**src/rtl/ft_pkg.sv**
```systemverilog
// ft_pkg: shared definitions for the FT600 A2F datapath.
//   - frame FSM state encoding (one-hot)
//   - header word field positions and a header builder
//   - default header sync marker and FT bus data width
package ft_pkg;

  localparam int unsigned FT_DATA_W         = 32;
  localparam logic [7:0]  SYNC_BYTE_DEFAULT = 8'hA5;

  // Header word layout: {sync[31:24], 7'b0, drop[16], seq[15:0]}
  localparam int unsigned HDR_SYNC_LSB = 24;
  localparam int unsigned HDR_DROP_BIT = 16;
  localparam int unsigned HDR_SEQ_LSB  = 0;
  localparam int unsigned HDR_SEQ_W    = 16;

  typedef enum logic [3:0] {
    ST_IDLE = 4'b0001,
    ST_SYNC = 4'b0010,
    ST_PACK = 4'b0100,
    ST_DROP = 4'b1000
  } state_e;

  function automatic logic [FT_DATA_W-1:0] make_header(
    input logic [7:0]           sync_byte,
    input logic                 drop_flag,
    input logic [HDR_SEQ_W-1:0] seq
  );
    logic [FT_DATA_W-1:0] hdr;
    hdr                              = '0;
    hdr[HDR_SYNC_LSB +: 8]           = sync_byte;
    hdr[HDR_DROP_BIT]                = drop_flag;
    hdr[HDR_SEQ_LSB +: HDR_SEQ_W]    = seq;
    return hdr;
  endfunction

endpackage

```
**src/rtl/iq_pair_packer.sv**
```systemverilog
// iq_pair_packer: packs two consecutive 8-bit I/Q sample pairs into one
// 32-bit word {q_odd, i_odd, q_even, i_even}.
// Ports:
//   clk, reset_n     clock / async active-low reset
//   clr_i            synchronous clear of the pairing phase (frame realign)
//   valid_i          sample pair presented this cycle
//   i_i, q_i         in-phase / quadrature sample
//   word_o           packed word (valid only with word_valid_o)
//   word_valid_o     combinational: high on the odd sample of a pair
module iq_pair_packer
  import ft_pkg::*;
(
  input  logic                 clk,
  input  logic                 reset_n,
  input  logic                 clr_i,
  input  logic                 valid_i,
  input  logic [7:0]           i_i,
  input  logic [7:0]           q_i,
  output logic [FT_DATA_W-1:0] word_o,
  output logic                 word_valid_o
);

  logic        phase_q, phase_d;
  logic [15:0] low_q, low_d;

  always_comb begin
    phase_d = phase_q;
    low_d   = low_q;
    if (clr_i) begin
      phase_d = 1'b0;
    end else if (valid_i) begin
      phase_d = ~phase_q;
      if (!phase_q) low_d = {q_i, i_i};
    end
  end

  always_ff @(posedge clk or negedge reset_n) begin
    if (!reset_n) begin
      phase_q <= 1'b0;
      low_q   <= 16'h0000;
    end else begin
      phase_q <= phase_d;
      low_q   <= low_d;
    end
  end

  assign word_o       = {q_i, i_i, low_q};
  assign word_valid_o = valid_i & phase_q & ~clr_i;

endmodule

```
**src/rtl/iq_frame_packer.sv**
```systemverilog
// iq_frame_packer: frames packed I/Q words for the FT600 A2F FIFO.
// Each frame is one header word followed by FRAME_WORDS payload words.
// A frame whose start finds the FIFO almost full is dropped whole; the
// next emitted header carries the drop flag.
// Ports:
//   clk, reset_n        clock / async active-low reset
//   enable              streaming enable, honoured at frame boundaries
//   iq_valid, i_data, q_data   incoming sample pair
//   fifo_afull, fifo_full      FIFO room status
//   fifo_wdata, fifo_wrreq     registered FIFO write port
//   drop_cnt            saturating dropped-frame counter
//   overflow_err        sticky: write issued while FIFO full
//   busy                high inside a frame (PACK or DROP)
//
// state | meaning
// IDLE  | streaming off, samples ignored
// SYNC  | frame boundary, waiting for sample 0
// PACK  | frame accepted, emitting payload words
// DROP  | frame rejected, discarding its samples
module iq_frame_packer
  import ft_pkg::*;
#(
  parameter int unsigned FRAME_WORDS = 1024,
  parameter logic [7:0]  SYNC_BYTE   = SYNC_BYTE_DEFAULT
) (
  input  logic                 clk,
  input  logic                 reset_n,
  input  logic                 enable,
  input  logic                 iq_valid,
  input  logic [7:0]           i_data,
  input  logic [7:0]           q_data,
  input  logic                 fifo_afull,
  input  logic                 fifo_full,
  output logic [FT_DATA_W-1:0] fifo_wdata,
  output logic                 fifo_wrreq,
  output logic [15:0]          drop_cnt,
  output logic                 overflow_err,
  output logic                 busy
);

  localparam int unsigned WCW = $clog2(FRAME_WORDS + 1);
  localparam int unsigned SCW = $clog2(2 * FRAME_WORDS + 1);
  localparam logic [WCW-1:0] WC_LAST = WCW'(FRAME_WORDS - 1);
  localparam logic [SCW-1:0] SC_LAST = SCW'(2 * FRAME_WORDS - 1);

  state_e               state_q, state_d;
  logic [15:0]          seq_q, seq_d;
  logic [WCW-1:0]       word_cnt_q, word_cnt_d;
  logic [SCW-1:0]       smp_cnt_q, smp_cnt_d;
  logic                 drop_pending_q, drop_pending_d;
  logic [15:0]          drop_cnt_q, drop_cnt_d;
  logic                 overflow_q, overflow_d;
  logic                 wrreq_q, wrreq_d;
  logic [FT_DATA_W-1:0] wdata_q, wdata_d;
  logic                 busy_o;

  logic                 pk_feed, pk_clr, pair_valid;
  logic [FT_DATA_W-1:0] pair_word;
  logic                 sof;

  // sample 0 of a frame is accepted in SYNC (enabled), paired samples in PACK
  assign sof     = (state_q == ST_SYNC) & enable & iq_valid;
  assign pk_feed = sof | ((state_q == ST_PACK) & iq_valid);
  // DROP must leave the pairing phase realigned for the next frame
  assign pk_clr  = (state_q == ST_IDLE) | (state_q == ST_DROP);

  iq_pair_packer u_pair (
    .clk          (clk),
    .reset_n      (reset_n),
    .clr_i        (pk_clr),
    .valid_i      (pk_feed),
    .i_i          (i_data),
    .q_i          (q_data),
    .word_o       (pair_word),
    .word_valid_o (pair_valid)
  );

  always_ff @(posedge clk or negedge reset_n) begin
    if (!reset_n) state_q <= ST_IDLE;
    else          state_q <= state_d;
  end

  always_comb begin
    state_d = state_q;
    case (state_q)
      ST_IDLE: if (enable) state_d = ST_SYNC;
      ST_SYNC: begin
        if (!enable)        state_d = ST_IDLE;
        else if (iq_valid)  state_d = fifo_afull ? ST_DROP : ST_PACK;
      end
      ST_PACK: if (pair_valid && word_cnt_q == WC_LAST) state_d = ST_SYNC;
      ST_DROP: if (iq_valid && smp_cnt_q == SC_LAST)    state_d = ST_SYNC;
      default: state_d = ST_IDLE;
    endcase
  end

  always_comb begin
    seq_d          = seq_q;
    word_cnt_d     = word_cnt_q;
    smp_cnt_d      = smp_cnt_q;
    drop_pending_d = drop_pending_q;
    drop_cnt_d     = drop_cnt_q;
    wrreq_d        = 1'b0;
    wdata_d        = wdata_q;
    // the FIFO sees the write in the cycle wrreq_q is high
    overflow_d     = overflow_q | (wrreq_q & fifo_full);
    busy_o         = (state_q == ST_PACK) || (state_q == ST_DROP);
    case (state_q)
      ST_SYNC: begin
        if (sof) begin
          seq_d = seq_q + 16'd1;
          if (!fifo_afull) begin
            wrreq_d        = 1'b1;
            wdata_d        = make_header(SYNC_BYTE, drop_pending_q, seq_q);
            drop_pending_d = 1'b0;
            word_cnt_d     = '0;
          end else begin
            smp_cnt_d      = SCW'(1);
            drop_pending_d = 1'b1;
            if (drop_cnt_q != 16'hFFFF) drop_cnt_d = drop_cnt_q + 16'd1;
          end
        end
      end
      ST_PACK: begin
        if (pair_valid) begin
          wrreq_d    = 1'b1;
          wdata_d    = pair_word;
          word_cnt_d = word_cnt_q + WCW'(1);
        end
      end
      ST_DROP: begin
        if (iq_valid) smp_cnt_d = smp_cnt_q + SCW'(1);
      end
      default: ;
    endcase
  end

  always_ff @(posedge clk or negedge reset_n) begin
    if (!reset_n) begin
      seq_q          <= 16'h0000;
      word_cnt_q     <= '0;
      smp_cnt_q      <= '0;
      drop_pending_q <= 1'b0;
      drop_cnt_q     <= 16'h0000;
      overflow_q     <= 1'b0;
      wrreq_q        <= 1'b0;
      wdata_q        <= '0;
    end else begin
      seq_q          <= seq_d;
      word_cnt_q     <= word_cnt_d;
      smp_cnt_q      <= smp_cnt_d;
      drop_pending_q <= drop_pending_d;
      drop_cnt_q     <= drop_cnt_d;
      overflow_q     <= overflow_d;
      wrreq_q        <= wrreq_d;
      wdata_q        <= wdata_d;
    end
  end

  assign fifo_wrreq   = wrreq_q;
  assign fifo_wdata   = wdata_q;
  assign drop_cnt     = drop_cnt_q;
  assign overflow_err = overflow_q;
  assign busy         = busy_o;

endmodule

```
**config.mk**
```make
export PLATFORM = sky130hd
export DESIGN_NAME = iq_frame_packer
export DESIGN_NICKNAME = d
export VERILOG_FILES = /design/src/rtl/ft_pkg.sv /design/src/rtl/iq_pair_packer.sv /design/src/rtl/iq_frame_packer.sv
export SDC_FILE = /design/constraint.sdc
export NUM_CORES = 1
export LEC_CHECK = 0
export ABC_AREA = 1
export BUFFER_PORTS_ARGS = -buffer_cell sky130_fd_sc_hd__buf_2
export CORE_ASPECT_RATIO = 2
export CORE_MARGIN = 1
export CORE_UTILIZATION = 63
export CTS_CLUSTER_DIAMETER = 120
export DETAILED_ROUTE_END_ITERATION = 12
export PLACE_DENSITY = 0.9
export SLEW_MARGIN = 25
export SYNTH_ARGS = -nofsm -noshare
export SYNTH_HDL_FRONTEND = slang
export SYNTH_SLANG_ARGS = --single-unit
```
**constraint.sdc**
```tcl
create_clock -name clk -period 3.1 [get_ports clk]
set_input_delay 0.62 -clock clk [delete_from_list [all_inputs] [get_ports clk]]
set_output_delay 0.62 -clock clk [all_outputs]
set_load 0.01 [all_outputs]
```
==> results.cfg <==
[logic_synthesis]
synth_top_family_by_area = simple AND/OR/NAND/NOR gates
yosys.area_share.simple_pct = 31.9
synth_top_flop_cell = dfrtp_1
async_reset_ff_share_pct = 100
netlist-cell-type-count = 36
ys_warn_count = 0
synth_area_sq_um = 5700
synth-compound-area-share_pct = 7.31
synthXorXnorAreaFrac_pct = 4.00
synth_area_per_cell_sq_um = 7.81
netlist_instances = 729
synthAdderAreaFrac_pct = 0.879
synthesis.nets = 755
ys_seq_area_share_pct = 48.8
yosys.area.top_type = dfrtp_1
synth_commonest_cells = nand2_1 (278), dfrtp_1 (110), inv_1 (60), nor2_1 (58), nand3_1 (49)
ys_ff_latch = 111
synth_edf_count = 0
synth_top_area_share_pct = 48.3
synth.area.top_cells = dfrtp_1 (48%), nand2_1 (18%), nand3_1 (4.3%)
yosysMostFrequentCell = nand2_1
muxShareOfSynthArea_pct = 0

[cells_and_area]
diodes = 0
fin_util_pct = 73.3
syn_to_final_growth_pct = 12.0
drive_gt1_share_pct = 14.9
nNetsFinal = 819

[timing]
setup_tns_ns = 0
fmax_mhz = 425
drv_slew = 0
period_share_pct = 75.9
tightest_slew_ns = 1.00
setup_viol = 0
relSlewSlack_pct = 33.2
final.min_clock_period_ns = 2.35
finalHoldViolCount = 0
rsz0062_at_grt = no
clock_skew_ns = 0.00985

[power]
vdd_ir_drop_max_v = 0.000428
totalPowerFinal_mw = 4.31
p_leak_nw = 3.36
power.density_nw_per_um2 = 675

[detailed_routing]
first_pass_iters = 7
vias = 5087
ant_nets = 0
wl_per_cell_um = 15.6
dr.first_iter.drc_count = 312
viasPerCell = 5.66
wirelength_um = 14000
drc_errors = 0

[critical_path]
setup.worst_path.class = flop to flop
setup.worst_path.start = state_q[0]$_DFFE_PN1P_
worst-endpoint-required_ns = 3.37
path_max_fanout = 37
worstSetupEndpointType = flop
crit_path_start_kind = flop
worst_ep_arrival_time_ns = 2.62
reg2reg_from = state_q[0]$_DFFE_PN1P_

[floorplanning]
io_pins = 73
chipHeight_um = 136
fp-row-count = 48
start_util_pct = 65.4
die_w_um = 69.2
die_area_sq_um = 9450
core-area_sq_um = 8710

[global_route]
grt_overflow = 0
antenna_found_initial = 0
grt_max_degree = 52
grt_pass1_wl_um = 22900
grt_pass1_vias = 5112
track_usage_pct = 31.2

[placement]
gp_congestion = 0.946
io_buffer_count = 72
dp_hpwl_um = 10100

[cts]
cts.root.buffer_cell = clkbuf_16
clock_latency_ns = 0.37
cts_buffers = 9
post_cts_buffers = 0
clock_path_buffers = 2
path_clk_slew_ns = 0.08
cts_resized = 0
cts_sinks = 111
ctsHoldBuffers = 0
tritoncts = yes
htreeDepth = 3

[run]
maxCapViolCount = 0

[run_status]
outcome = complete, no violations

[worst_hold_path]
min_path_type = primary input to async pin
metal layers:
metal	routed length, um	global-route usage [%]
met1	4980	31.6
met2	7800	58.8
met3	518	4.82
met4	696	19.2
met5	0	0
placed cells by master, fill, tap and decap left out, drive strengths merged:
master / n
nor2: 65
clkinv: 1
nor3b: 2
a21oi: 3
o22ai: 1
xnor2: 8
o21bai: 4
nand3: 51
clkbuf: 9
or2: 2
inv: 71
ha: 4
dfrtp: 110
buf: 75
a21o: 2
clkinvlp: 1
nor3: 7
o21ai: 64
and2: 1
xor2: 18
nand4: 16
dfstp: 1
nand2: 281
bufinv: 1
power breakdown:
| group | internal [mW] | switching (mW) |
|---|---|---|
| clock network | 0.646 | 0.574 |
| registers | 1.80 | 0.270 |
| logic | 0.374 | 0.646 |
path summary, 6_finish.rpt:
| path | end | slack [ns] | depth (start not counted) |
|---|---|---|---|
| worst max-delay path | fifo_wdata[28]$_DFFE_PN0P_ | 0.75 | 8 |
| worst min-delay path | word_cnt_q[7]$_DFFE_PN0P_ | 0.29 | 1 |
| worst max register to register | fifo_wdata[28]$_DFFE_PN0P_ | 0.75 | 8 |
| worst min register to register | overflow_err$_DFF_PN0_ | 0.46 | 1 |
| max in group asynchronous | word_cnt_q[0]$_DFFE_PN0P_ | 2.08 | 2 |
| min in group clk | overflow_err$_DFF_PN0_ | 0.46 | 2 |
worst max-delay path: stages, from the launching register on:
cell     delay, ns
dfstp_2       0.58
nor2_1        0.07
nand2_2       0.26
inv_4         0.21
nand3_2       0.15
nand2_4       0.21
inv_2         0.54
nand2_1       0.10
o21ai_0       0.12
logic make-up after synthesis:
family / Yosys count
AO/OA/AOI/OAI: 74
XOR/XNOR: 26
adder cells (fa/ha/maj): 4
buffers and inverters: 89
flip-flops: 111
AND/OR/NAND/NOR: 425
cell type report:
cell class | count | area, sq um
fillers | 628 | 2330
repair buffers | 75 | 398
clock buffers | 9 | 225
inverters | 67 | 254
multi-input cells | 529 | 2510
well taps | 100 | 125
flip-flops and latches | 111 | 2780
clock inverters | 7 | 86.3
state kept, by name (all words and copies together) (netlist names), 4 cells and up:
signal	cells
word_cnt_q	11
u_pair.low_q	16
drop_cnt	16
seq_q	16
state_q	4
smp_cnt_q	12
fifo_wdata	32
through the flow:
step,cell area (sq um),cells,setup slack (ns),hold WS (ns)
5_1_grt,6380,898,0.519,0.349
4_1_cts,6380,898,0.724,0.319
2_1_floorplan,5700,729,1.34,0.324
3_5_place_dp,6070,882,0.780,0.449
6_report,6380,898,0.746,0.289
3_3_place_gp,6070,882,0.856,0.432
Power figures use the tool's default switching activity.
